==> config.mk <==
export PLATFORM = sky130hd
export DESIGN_NAME = rr_multi_sel
export DESIGN_NICKNAME = d
export VERILOG_FILES = /design/src/rtl/arb_pkg.sv /design/src/rtl/rr_rot_sel.sv /design/src/rtl/rr_multi_sel.sv
export SDC_FILE = /design/constraint.sdc
export NUM_CORES = 1
export LEC_CHECK = 0
export ABC_AREA = 1
export BUFFER_PORTS_ARGS = -buffer_cell sky130_fd_sc_hd__buf_2
export CORE_MARGIN = 2
export CORE_UTILIZATION = 32
export CTS_CLUSTER_SIZE = 16
export DETAILED_ROUTE_END_ITERATION = 8
export SETUP_SLACK_MARGIN = 0.1
export SYNTH_ARGS = -nofsm -noshare
export SYNTH_HDL_FRONTEND = slang
export SYNTH_SLANG_ARGS = --single-unit
==> constraint.sdc <==
create_clock -name clock -period 7.45 [get_ports clock]
set_clock_uncertainty 0.15 [all_clocks]
set_input_delay 1.1175 -clock clock [delete_from_list [all_inputs] [get_ports clock]]
set_output_delay 1.1175 -clock clock [all_outputs]
set_load 0.05 [all_outputs]
==> src/rtl/arb_pkg.sv <==
// ----------------------------------------------------------------------------
// arb_pkg
//   Types and helper functions shared by the round-robin arbitration blocks.
//
//   Contents
//     ARB_MAX_W     widest request vector the helpers handle
//     arb_idx_t     requester index for the default 16-requester configuration
//     arb_vec_t     request/grant vector zero-extended to ARB_MAX_W
//     arb_cnt_t     population-count result (0 .. ARB_MAX_W)
//     popcount()    number of set bits in a vector
//     onehot2idx()  binary index of the set bit in a one-hot (or zero) vector
//
//   Callers zero-extend narrower vectors to arb_vec_t and truncate the result
//   of onehot2idx() to their own index width.
// ----------------------------------------------------------------------------
package arb_pkg;

   localparam int ARB_MAX_W     = 256;
   localparam int ARB_MAX_IDX_W = 8;
   localparam int ARB_CNT_W     = 9;

   localparam int ARB_DEF_WIDTH = 16;
   localparam int ARB_IDX_W     = $clog2(ARB_DEF_WIDTH);

   typedef logic [ARB_IDX_W-1:0] arb_idx_t;
   typedef logic [ARB_MAX_W-1:0] arb_vec_t;
   typedef logic [ARB_CNT_W-1:0] arb_cnt_t;

   function automatic arb_cnt_t popcount(input arb_vec_t v);
      arb_cnt_t c;
      c = '0;
      for (int i = 0; i < ARB_MAX_W; i++) begin
         c = c + arb_cnt_t'(v[i]);
      end
      return c;
   endfunction

   // OR-ing the indices of every set bit yields the exact index for a
   // one-hot input and zero for an all-zero input.
   function automatic logic [ARB_MAX_IDX_W-1:0] onehot2idx(input arb_vec_t v);
      logic [ARB_MAX_IDX_W-1:0] r;
      r = '0;
      for (int i = 0; i < ARB_MAX_W; i++) begin
         if (v[i]) begin
            r = r | ARB_MAX_IDX_W'(i);
         end
      end
      return r;
   endfunction

endpackage

==> src/rtl/rr_rot_sel.sv <==
// ----------------------------------------------------------------------------
// rr_rot_sel
//   Finds the first set request bit at or after a start index, wrapping
//   circularly. Two passes: the request vector masked to bits >= start is
//   searched first; if it is empty, the unmasked vector is searched, which
//   yields the first request below start (the wrapped part of the scan).
//
//   Ports
//     req    in   WIDTH   candidate request vector
//     start  in   IDX_W   index where the circular scan begins
//     sel    out  WIDTH   one-hot selected requester, zero when req is empty
//     found  out  1       a requester was selected
// ----------------------------------------------------------------------------
module rr_rot_sel #(
   parameter  int WIDTH = 16,
   localparam int IDX_W = $clog2(WIDTH)
) (
   input  logic [WIDTH-1:0] req,
   input  logic [IDX_W-1:0] start,
   output logic [WIDTH-1:0] sel,
   output logic             found
);

   logic [WIDTH-1:0] hi_mask;
   logic [WIDTH-1:0] hi_req;
   logic [WIDTH-1:0] pick_src;

   genvar gi;
   generate
      for (gi = 0; gi < WIDTH; gi++) begin : g_mask
         assign hi_mask[gi] = (IDX_W'(gi) >= start);
      end
   endgenerate

   assign hi_req   = req & hi_mask;
   assign pick_src = (|hi_req) ? hi_req : req;

   // Isolate the lowest set bit of the chosen pass.
   assign sel   = pick_src & (~pick_src + WIDTH'(1));
   assign found = |req;

endmodule

==> src/rtl/rr_multi_sel.sv <==
// ----------------------------------------------------------------------------
// rr_multi_sel
//   Round-robin multi-grant selector: up to REQS of WIDTH requesters are
//   granted per cycle, in circular order starting at a rotating pointer.
//   Grants are combinational (0-cycle) from req/avail/stall and the
//   registered pointer.
//
//   Parameters
//     WIDTH  number of requesters (>= 2, <= arb_pkg::ARB_MAX_W)
//     REQS   grant slots per cycle (1 .. WIDTH)
//     IDX_W  derived index width, do not override
//
//   Ports
//     clock        in   1            system clock
//     reset        in   1            synchronous, active-high
//     req          in   WIDTH        request vector
//     avail        in   REQS         slot k may accept a grant
//     stall        in   1            suppress all grants, freeze pointer
//     gnt          out  WIDTH        OR of all slot grants
//     gnt_bus      out  REQS*WIDTH   one-hot/zero grant, slot k at [k*WIDTH +: WIDTH]
//     gnt_idx      out  REQS*IDX_W   binary index of slot k's grant, 0 if invalid
//     gnt_valid    out  REQS         slot k carries a grant
//     empty        out  1            no requests at all
//     ptr          out  IDX_W        current highest-priority index
//
//   Optional build macro RR_MULTI_SEL_STATS_EN adds:
//     stat_grants  out  32   saturating total of grants issued
//     stat_denied  out  32   saturating count of cycles leaving requests unserved
// ----------------------------------------------------------------------------
module rr_multi_sel
   import arb_pkg::*;
#(
   parameter int WIDTH = 16,
   parameter int REQS  = 2,
   parameter int IDX_W = $clog2(WIDTH)
) (
   input  logic                  clock,
   input  logic                  reset,
   input  logic [WIDTH-1:0]      req,
   input  logic [REQS-1:0]       avail,
   input  logic                  stall,
   output logic [WIDTH-1:0]      gnt,
   output logic [REQS*WIDTH-1:0] gnt_bus,
   output logic [REQS*IDX_W-1:0] gnt_idx,
   output logic [REQS-1:0]       gnt_valid,
   output logic                  empty,
   output logic [IDX_W-1:0]      ptr
`ifdef RR_MULTI_SEL_STATS_EN
   ,
   output logic [31:0]           stat_grants,
   output logic [31:0]           stat_denied
`endif
);

   logic [IDX_W-1:0] ptr_reg;
   logic [IDX_W-1:0] ptr_next;

   // Candidate m is the m-th requester in scan order (independent of avail).
   logic [WIDTH-1:0] cand_onehot [REQS];
   logic [REQS-1:0]  cand_found;
   // Scan position just after candidate m (where candidate m+1 search starts).
   logic [IDX_W-1:0] cand_after  [REQS];

   logic [WIDTH-1:0] slot_bus [REQS];
   logic [REQS-1:0]  slot_valid;
   arb_cnt_t         g_cnt;

   // ------------------------------------------------------------------------
   // Candidate chain: each stage removes the previous grant from the request
   // vector and restarts its scan one past it. Because every requester between
   // the pointer and the previous grant has already been taken, this yields
   // the requesters in circular scan order.
   // ------------------------------------------------------------------------
   genvar gi;
   generate
      for (gi = 0; gi < REQS; gi++) begin : g_stage
         logic [WIDTH-1:0] s_req;
         logic [IDX_W-1:0] s_start;
         logic [WIDTH-1:0] s_sel;
         logic             s_found;
         logic [IDX_W-1:0] s_idx;
         logic [IDX_W-1:0] s_after;

         if (gi == 0) begin : g_first
            assign s_req   = req;
            assign s_start = ptr_reg;
         end else begin : g_next
            assign s_req   = g_stage[gi-1].s_req & ~g_stage[gi-1].s_sel;
            assign s_start = g_stage[gi-1].s_after;
         end

         rr_rot_sel #(
            .WIDTH (WIDTH)
         ) u_rot_sel (
            .req   (s_req),
            .start (s_start),
            .sel   (s_sel),
            .found (s_found)
         );

         assign s_idx = IDX_W'(onehot2idx(arb_vec_t'(s_sel)));

         // Explicit wrap so non-power-of-two WIDTH never produces an
         // out-of-range index.
         assign s_after = !s_found ? s_start :
                          (s_idx == IDX_W'(WIDTH-1)) ? '0 : s_idx + IDX_W'(1);

         assign cand_onehot[gi] = s_sel;
         assign cand_found[gi]  = s_found;
         assign cand_after[gi]  = s_after;
      end
   endgenerate

   // ------------------------------------------------------------------------
   // Slot compaction: the m-th available slot (ascending k) takes candidate m.
   // ------------------------------------------------------------------------
   always_comb begin
      int rank;
      for (int k = 0; k < REQS; k++) begin
         slot_bus[k]   = '0;
         slot_valid[k] = 1'b0;
      end
      rank = 0;
      for (int k = 0; k < REQS; k++) begin
         if (avail[k]) begin
            for (int m = 0; m < REQS; m++) begin
               if (m == rank) begin
                  slot_bus[k]   = cand_onehot[m];
                  slot_valid[k] = cand_found[m];
               end
            end
            rank = rank + 1;
         end
      end
   end

   // Grants issued this cycle ignoring stall: min(popcount(req), popcount(avail)).
   assign g_cnt = popcount(arb_vec_t'(slot_valid));

   generate
      for (gi = 0; gi < REQS; gi++) begin : g_slot
         assign gnt_bus[gi*WIDTH +: WIDTH] = stall ? '0 : slot_bus[gi];
         assign gnt_valid[gi]              = slot_valid[gi] & ~stall;
         assign gnt_idx[gi*IDX_W +: IDX_W] =
            IDX_W'(onehot2idx(arb_vec_t'(gnt_bus[gi*WIDTH +: WIDTH])));
      end
   endgenerate

   always_comb begin
      gnt = '0;
      for (int k = 0; k < REQS; k++) begin
         gnt = gnt | gnt_bus[k*WIDTH +: WIDTH];
      end
   end

   assign empty = ~|req;
   assign ptr   = ptr_reg;

   // ------------------------------------------------------------------------
   // Pointer: moves one past the last granted requester; holds on stall or
   // when nothing is granted.
   // ------------------------------------------------------------------------
   always_comb begin
      ptr_next = ptr_reg;
      if (!stall) begin
         for (int m = 1; m <= REQS; m++) begin
            if (arb_cnt_t'(m) == g_cnt) begin
               ptr_next = cand_after[m-1];
            end
         end
      end
   end

   always_ff @(posedge clock) begin
      if (reset) begin
         ptr_reg <= '0;
      end else begin
         ptr_reg <= ptr_next;
      end
   end

`ifdef RR_MULTI_SEL_STATS_EN
   logic [31:0] stat_grants_reg;
   logic [31:0] stat_denied_reg;
   logic [32:0] grants_sum;
   logic        denied_hit;

   assign grants_sum = {1'b0, stat_grants_reg} + 33'(g_cnt);
   assign denied_hit = (popcount(arb_vec_t'(req)) > g_cnt);

   always_ff @(posedge clock) begin
      if (reset) begin
         stat_grants_reg <= '0;
         stat_denied_reg <= '0;
      end else if (!stall) begin
         stat_grants_reg <= grants_sum[32] ? '1 : grants_sum[31:0];
         if (denied_hit && (stat_denied_reg != '1)) begin
            stat_denied_reg <= stat_denied_reg + 32'd1;
         end
      end
   end

   assign stat_grants = stat_grants_reg;
   assign stat_denied = stat_denied_reg;
`endif

endmodule

==> results of run 1 <==
-- synth_stat cells (9+ instances only) --
library cell | n | share of area
inv_1 | 94 | 0.13
a21oi_1 | 23 | 0.042
nand3_1 | 60 | 0.11
o21ai_1 | 12 | 0.022
nor4_1 | 10 | 0.023
nor2_2 | 10 | 0.023
nor3_1 | 9 | 0.016
nand2_1 | 160 | 0.22
nand3_2 | 10 | 0.036
nand2_2 | 15 | 0.034
nand4_1 | 12 | 0.027
nor2_1 | 93 | 0.13
o21ai_0 | 30 | 0.054
-- stage by stage --
stage,worst slack (ns),cells,hold slack [ns],area [um^2],utilization
2_1_floorplan,0.545,583,0.624,2760,-
3_3_place_gp,0.120,787,0.471,3450,0.415
3_5_place_dp,0.0612,787,0.486,3450,0.415
4_1_cts,0.131,790,0.491,3500,0.421
5_1_grt,0.0472,801,0.542,3820,0.460
6_report,0.387,801,0.486,3820,0.460
-- report_power, final --
group / internal [mW] / total (mW) / switching [mW]
logic: 0.178 / 0.562 / 0.384
clock network: 0.0344 / 0.0450 / 0.0106
registers: 0.0248 / 0.0340 / 0.00917
total: 0.237 / 0.641 / 0.404
-- kinds of logic (layout without fill, tap and decap cells) --
kind of cell	Yosys count	after routing	synth area share
simple gates	391	392	0.653
buf+inv	113	225	0.168
compound gates	72	72	0.137
flops	4	4	0.0290
fa+ha+maj	2	2	0.00907
xor+xnor	1	1	0.00318
-- how the worst min path moves through the flow --
| stage | to | slack (ns) | cells after the start |
|---|---|---|---|
| finish | ptr[2] | 0.49 | 2 |
| global route | ptr[2] | 0.54 | 2 |
| CTS | ptr[2] | 0.49 | 2 |
| detailed placement | ptr[2] | 0.49 | 2 |
| global placement | ptr[2] | 0.47 | 2 |
| floorplan | ptr[2] | 0.62 | 2 |
-- cell type report --
cell class | instances | area, um^2
inverter | 100 | 375
tap | 105 | 131
multi-input combinational | 467 | 2440
sequential | 4 | 80.1
fill | 938 | 4480
timing repair buffer | 122 | 752
clock buffer | 3 | 41.3
-- worst max-delay path, delay by kind of cell --
kind | cells | cell delay [ns]
compound gates | 1 | 0.08
fa+ha+maj | 1 | 0.21
buf+inv | 10 | 1.11
simple gates | 30 | 3.22
-- layer usage --
metal / track usage / part of all wire / vias up
met4: 0.0726 / 0.026 / 0
met1: 0.348 / 0.43 / 1901
li1: - / - / 2084
met5: 0 / 0 / -
met2: 0.421 / 0.45 / 288
met3: 0.0217 / 0.088 / 33
-- repair_timing --
item | 4_1_cts | 5_1_grt
pin swaps | 0 | 21
buffers inserted | 0 | 10
cloned | 0 | 1
setup endpoints to repair | 3 | 34
gates resized for setup | 2 | 75
==> flow_metrics.env, run 1 <==
export IMPL_relSlewSlack=0.465
export IMPL_syn_to_final_growth_pct=38.4
export IMPL_drc=0
export IMPL_vias=4306
export IMPL_wl_um=12800
export IMPL_min_path_type="reg2reg"
export IMPL_critPathLaunchType="input pin"
export IMPL_cts_htree_levels=1
export IMPL_die_width_um=96.8
export IMPL_synth_area_mm2=0.00276
export IMPL_synth_fp_nets=606
export IMPL_grt_pass1_wl_um=19600
export IMPL_dieArea_mm2=0.00938
export IMPL_crit_path_frequent_cell="nand2_1"
export IMPL_period_minus_slack_ns=7.06
export IMPL_antenna_found_initial=0
export IMPL_worst_endpoint_required_ns=6.18
export IMPL_ys_flop_type="dfxtp_1"
export IMPL_wire_per_inst_um=15.9
export IMPL_drive_above_1_share=0.323
export IMPL_grt_setup_unrepaired="no"
export IMPL_fmax_ghz=0.142
export IMPL_final_cell_mix="nand2_1 (143), inv_1 (90), nor2_1 (85), buf_2 (78), nand3_1 (59)"
export IMPL_synth_seq_area_share=0.0290
export IMPL_cts_root_buf="clkbuf_8"
export IMPL_synth_seq_cells=4
export IMPL_synth_avg_cell_area_um2=4.73
export IMPL_die_h_um=96.8
export IMPL_path_max_fanout=8
export IMPL_synth_cell_types=32
export IMPL_drt_iter0_drc=295
export IMPL_grt_usage=0.253
export IMPL_hold_violations=0
export IMPL_reg2reg_from="ptr[3]"
export IMPL_layout_commonest_cell="nand2_1"
export IMPL_overflow=0
export IMPL_n_antenna_cell=0
export IMPL_max_stage_delay_ns=0.31
export IMPL_arrival_ns=5.80
export IMPL_ant_nets=0
export IMPL_hpwl_um=10400
export IMPL_cts_hold_repair_buffers=0
export IMPL_end_kind="output port"
export IMPL_status="complete, no violations"
export IMPL_slew_violations=0
export IMPL_port_buffers=83
export IMPL_period_share=0.948
export IMPL_setup_viol=0
export IMPL_grt_max_degree=33
export IMPL_clockBufferDepth=2
export IMPL_setup_tns_ns=0
export IMPL_crit_start="req[6]"
export IMPL_grt_pass1_vias=3812
export IMPL_r2r_cells=42
export IMPL_worst_r2r_endpoint="ptr[2]"
export IMPL_maxCapViolCount=0
export IMPL_clkSlewWorstSetupHoldPaths_ns=0.03
export IMPL_viasPerCell=5.38
export IMPL_core_mm2=0.00830
export IMPL_cts_tree="done"
export IMPL_reg2reg_slack_ns=1.49
export IMPL_cts_sinks=4
export IMPL_crit_slowest_cell="nor4_2"
export IMPL_synth_edf_count=0
export IMPL_clkLatencyLatePin_ns=0.21
export IMPL_worstSetupPathType="in2out"
export IMPL_worstSetupEndpoint="gnt_idx[7]"
export IMPL_initial_core_util=0.332
export IMPL_tightest_slew_ns=0.802
export IMPL_rows=33
export IMPL_numCtsBuffers=3
export IMPL_netlist_instances=583
export IMPL_synth_async_reset_ratio=0
export IMPL_ir_drop_mv=0.110
export IMPL_largest_register_ffs=4
export IMPL_hold_path_startpoint="ptr[2]"
export IMPL_powerDensity_mw_per_mm2=168
export IMPL_gp_congestion=1.02
export IMPL_fin_nets=721
export IMPL_power_mw=0.641
export IMPL_p_leak_nw=2.34
export IMPL_ioPinCount=84
export IMPL_ys_warnings_count=0
export IMPL_dr_pass1_iters=5
No activity file was read; power rests on OpenSTA's default activity.
==> run 2, diff against run 1 <==
--- a/config.mk
+++ b/config.mk
@@ -11,6 +11,7 @@
 export CORE_UTILIZATION = 32
 export CTS_CLUSTER_SIZE = 16
 export DETAILED_ROUTE_END_ITERATION = 8
+export PLACE_DENSITY = 0.66
 export SETUP_SLACK_MARGIN = 0.1
 export SYNTH_ARGS = -nofsm -noshare
 export SYNTH_HDL_FRONTEND = slang
==> flow_metrics.env, run 2 (synthesized netlist as in run 1, its figures left out) <==
export IMPL_powerDensity_mw_per_mm2=169
export IMPL_ir_drop_mv=0.106
export IMPL_setup_viol=0
export IMPL_antenna_found_initial=0
export IMPL_wl_um=12100
export IMPL_grt_max_degree=33
export IMPL_drt_iter0_drc=511
export IMPL_max_stage_delay_ns=0.33
export IMPL_end_kind="output port"
export IMPL_cts_hold_repair_buffers=0
export IMPL_clkSlewWorstSetupHoldPaths_ns=0.03
export IMPL_wire_per_inst_um=15.4
export IMPL_final_cell_mix="nand2_1 (144), inv_1 (91), nor2_1 (87), buf_2 (77), nand3_1 (56)"
export IMPL_grt_pass1_vias=3669
export IMPL_tightest_slew_ns=0.799
export IMPL_path_max_fanout=7
export IMPL_dr_pass1_iters=5
export IMPL_cts_sinks=4
export IMPL_min_path_type="reg2reg"
export IMPL_grt_pass1_wl_um=18200
export IMPL_n_antenna_cell=0
export IMPL_crit_slowest_cell="nor4_4"
export IMPL_cts_root_buf="clkbuf_8"
export IMPL_viasPerCell=5.39
export IMPL_power_mw=0.633
export IMPL_fin_nets=709
export IMPL_overflow=0
export IMPL_final_cell_area_mm2=0.00374
export IMPL_period_share=0.967
export IMPL_finalWorstSetupSlack_ns=0.246
export IMPL_grt_usage=0.230
export IMPL_ant_nets=0
export IMPL_vias=4251
export IMPL_period_minus_slack_ns=7.20
export IMPL_ioPinCount=84
export IMPL_crit_path_frequent_cell="nor2_1"
export IMPL_critPathLaunchType="input pin"
export IMPL_pre_cts_slack_ns=0.00455
export IMPL_rows=33
export IMPL_syn_to_final_growth_pct=35.7
export IMPL_relSlewSlack=0.467
export IMPL_cts_tree="done"
export IMPL_die_width_um=96.8
export IMPL_gp_congestion=1.02
export IMPL_status="complete, no violations"
export IMPL_worst_endpoint_required_ns=6.18
export IMPL_worstSetupPathType="in2out"
export IMPL_port_buffers=83
export IMPL_hpwl_um=9500
export IMPL_numCtsBuffers=3
export IMPL_maxCapViolCount=0
export IMPL_clockBufferDepth=2
export IMPL_largest_register_ffs=4
export IMPL_slew_violations=0
export IMPL_clkLatencyLatePin_ns=0.22
export IMPL_fmax_ghz=0.139
export IMPL_dpl_cell_area_mm2=0.00334
export IMPL_p_leak_nw=2.28
export IMPL_hold_violations=0
export IMPL_dieArea_mm2=0.00938
export IMPL_core_mm2=0.00830
export IMPL_die_h_um=96.8
export IMPL_cts_htree_levels=1
export IMPL_drive_above_1_share=0.307
export IMPL_arrival_ns=5.94
export IMPL_drc=0
export IMPL_layout_commonest_cell="nand2_1"
export IMPL_initial_core_util=0.332
run 2: cell count changes in the layout (fill, tap and decap cells not counted), moves of 3 or more:
cell,change
nor2_2,-4
nand2_2,-4
nand3_2,+3
nand3_1,-3
buf_4,-11
run 2: through the flow:
step / hold WS [ns] / instances / TNS (ns) / utilization
4_1_cts: 0.466 / 777 / 0 / 0.408
5_1_grt: 0.536 / 789 / -0.214 / 0.451
3_5_place_dp: 0.460 / 774 / 0 / 0.402
3_3_place_gp: 0.460 / 774 / 0 / 0.402
2_1_floorplan: 0.624 / 583 / 0 / -
6_report: 0.469 / 789 / 0 / 0.451
run 2: critical path: cells and delay by family:
family | cells | cell delay, ns
buffers and inverters | 10 | 0.98
adders and majority gates | 1 | 0.20
and+or+nand+nor | 31 | 3.61
run 2: routing by layer:
layer	GRT usage	wire, um
met3	0.0267	1240
met4	0.0813	450
met1	0.317	5070
met2	0.370	5360
met5	0	0
run 2: final timing paths:
| check | start | to | slack (ns) | cells after the start |
|---|---|---|---|---|
| worst min register to register | ptr[2] | ptr[2] | 0.47 | 2 |
| worst min-delay path | ptr[2] | ptr[2] | 0.47 | 2 |
| worst max register to register | ptr[3] | ptr[3] | 1.40 | 45 |
| worst max-delay path | req[6] | gnt_idx[5] | 0.25 | 42 |
run 2: repair_timing:
action                     4_1_cts  5_1_grt
hold endpoints to repair         0        0
setup endpoints to repair        5       32
cloned                           0        2
pin swaps                        0       18
setup buffers                    0       10
gates resized for setup          2       75
run 2: power breakdown:
group | switching, mW | internal (mW) | total [mW]
Sequential | 0.00867 | 0.0248 | 0.0335
Clock | 0.0107 | 0.0344 | 0.0452
Combinational | 0.381 | 0.173 | 0.554
run 2: layout make-up:
type	instances	area (um^2)
inverters	100	375
repair buffers	110	661
flip-flops and latches	4	80.1
clock buffers	3	41.3
multi-input cells	467	2450
fillers	904	4560
well taps	105	131
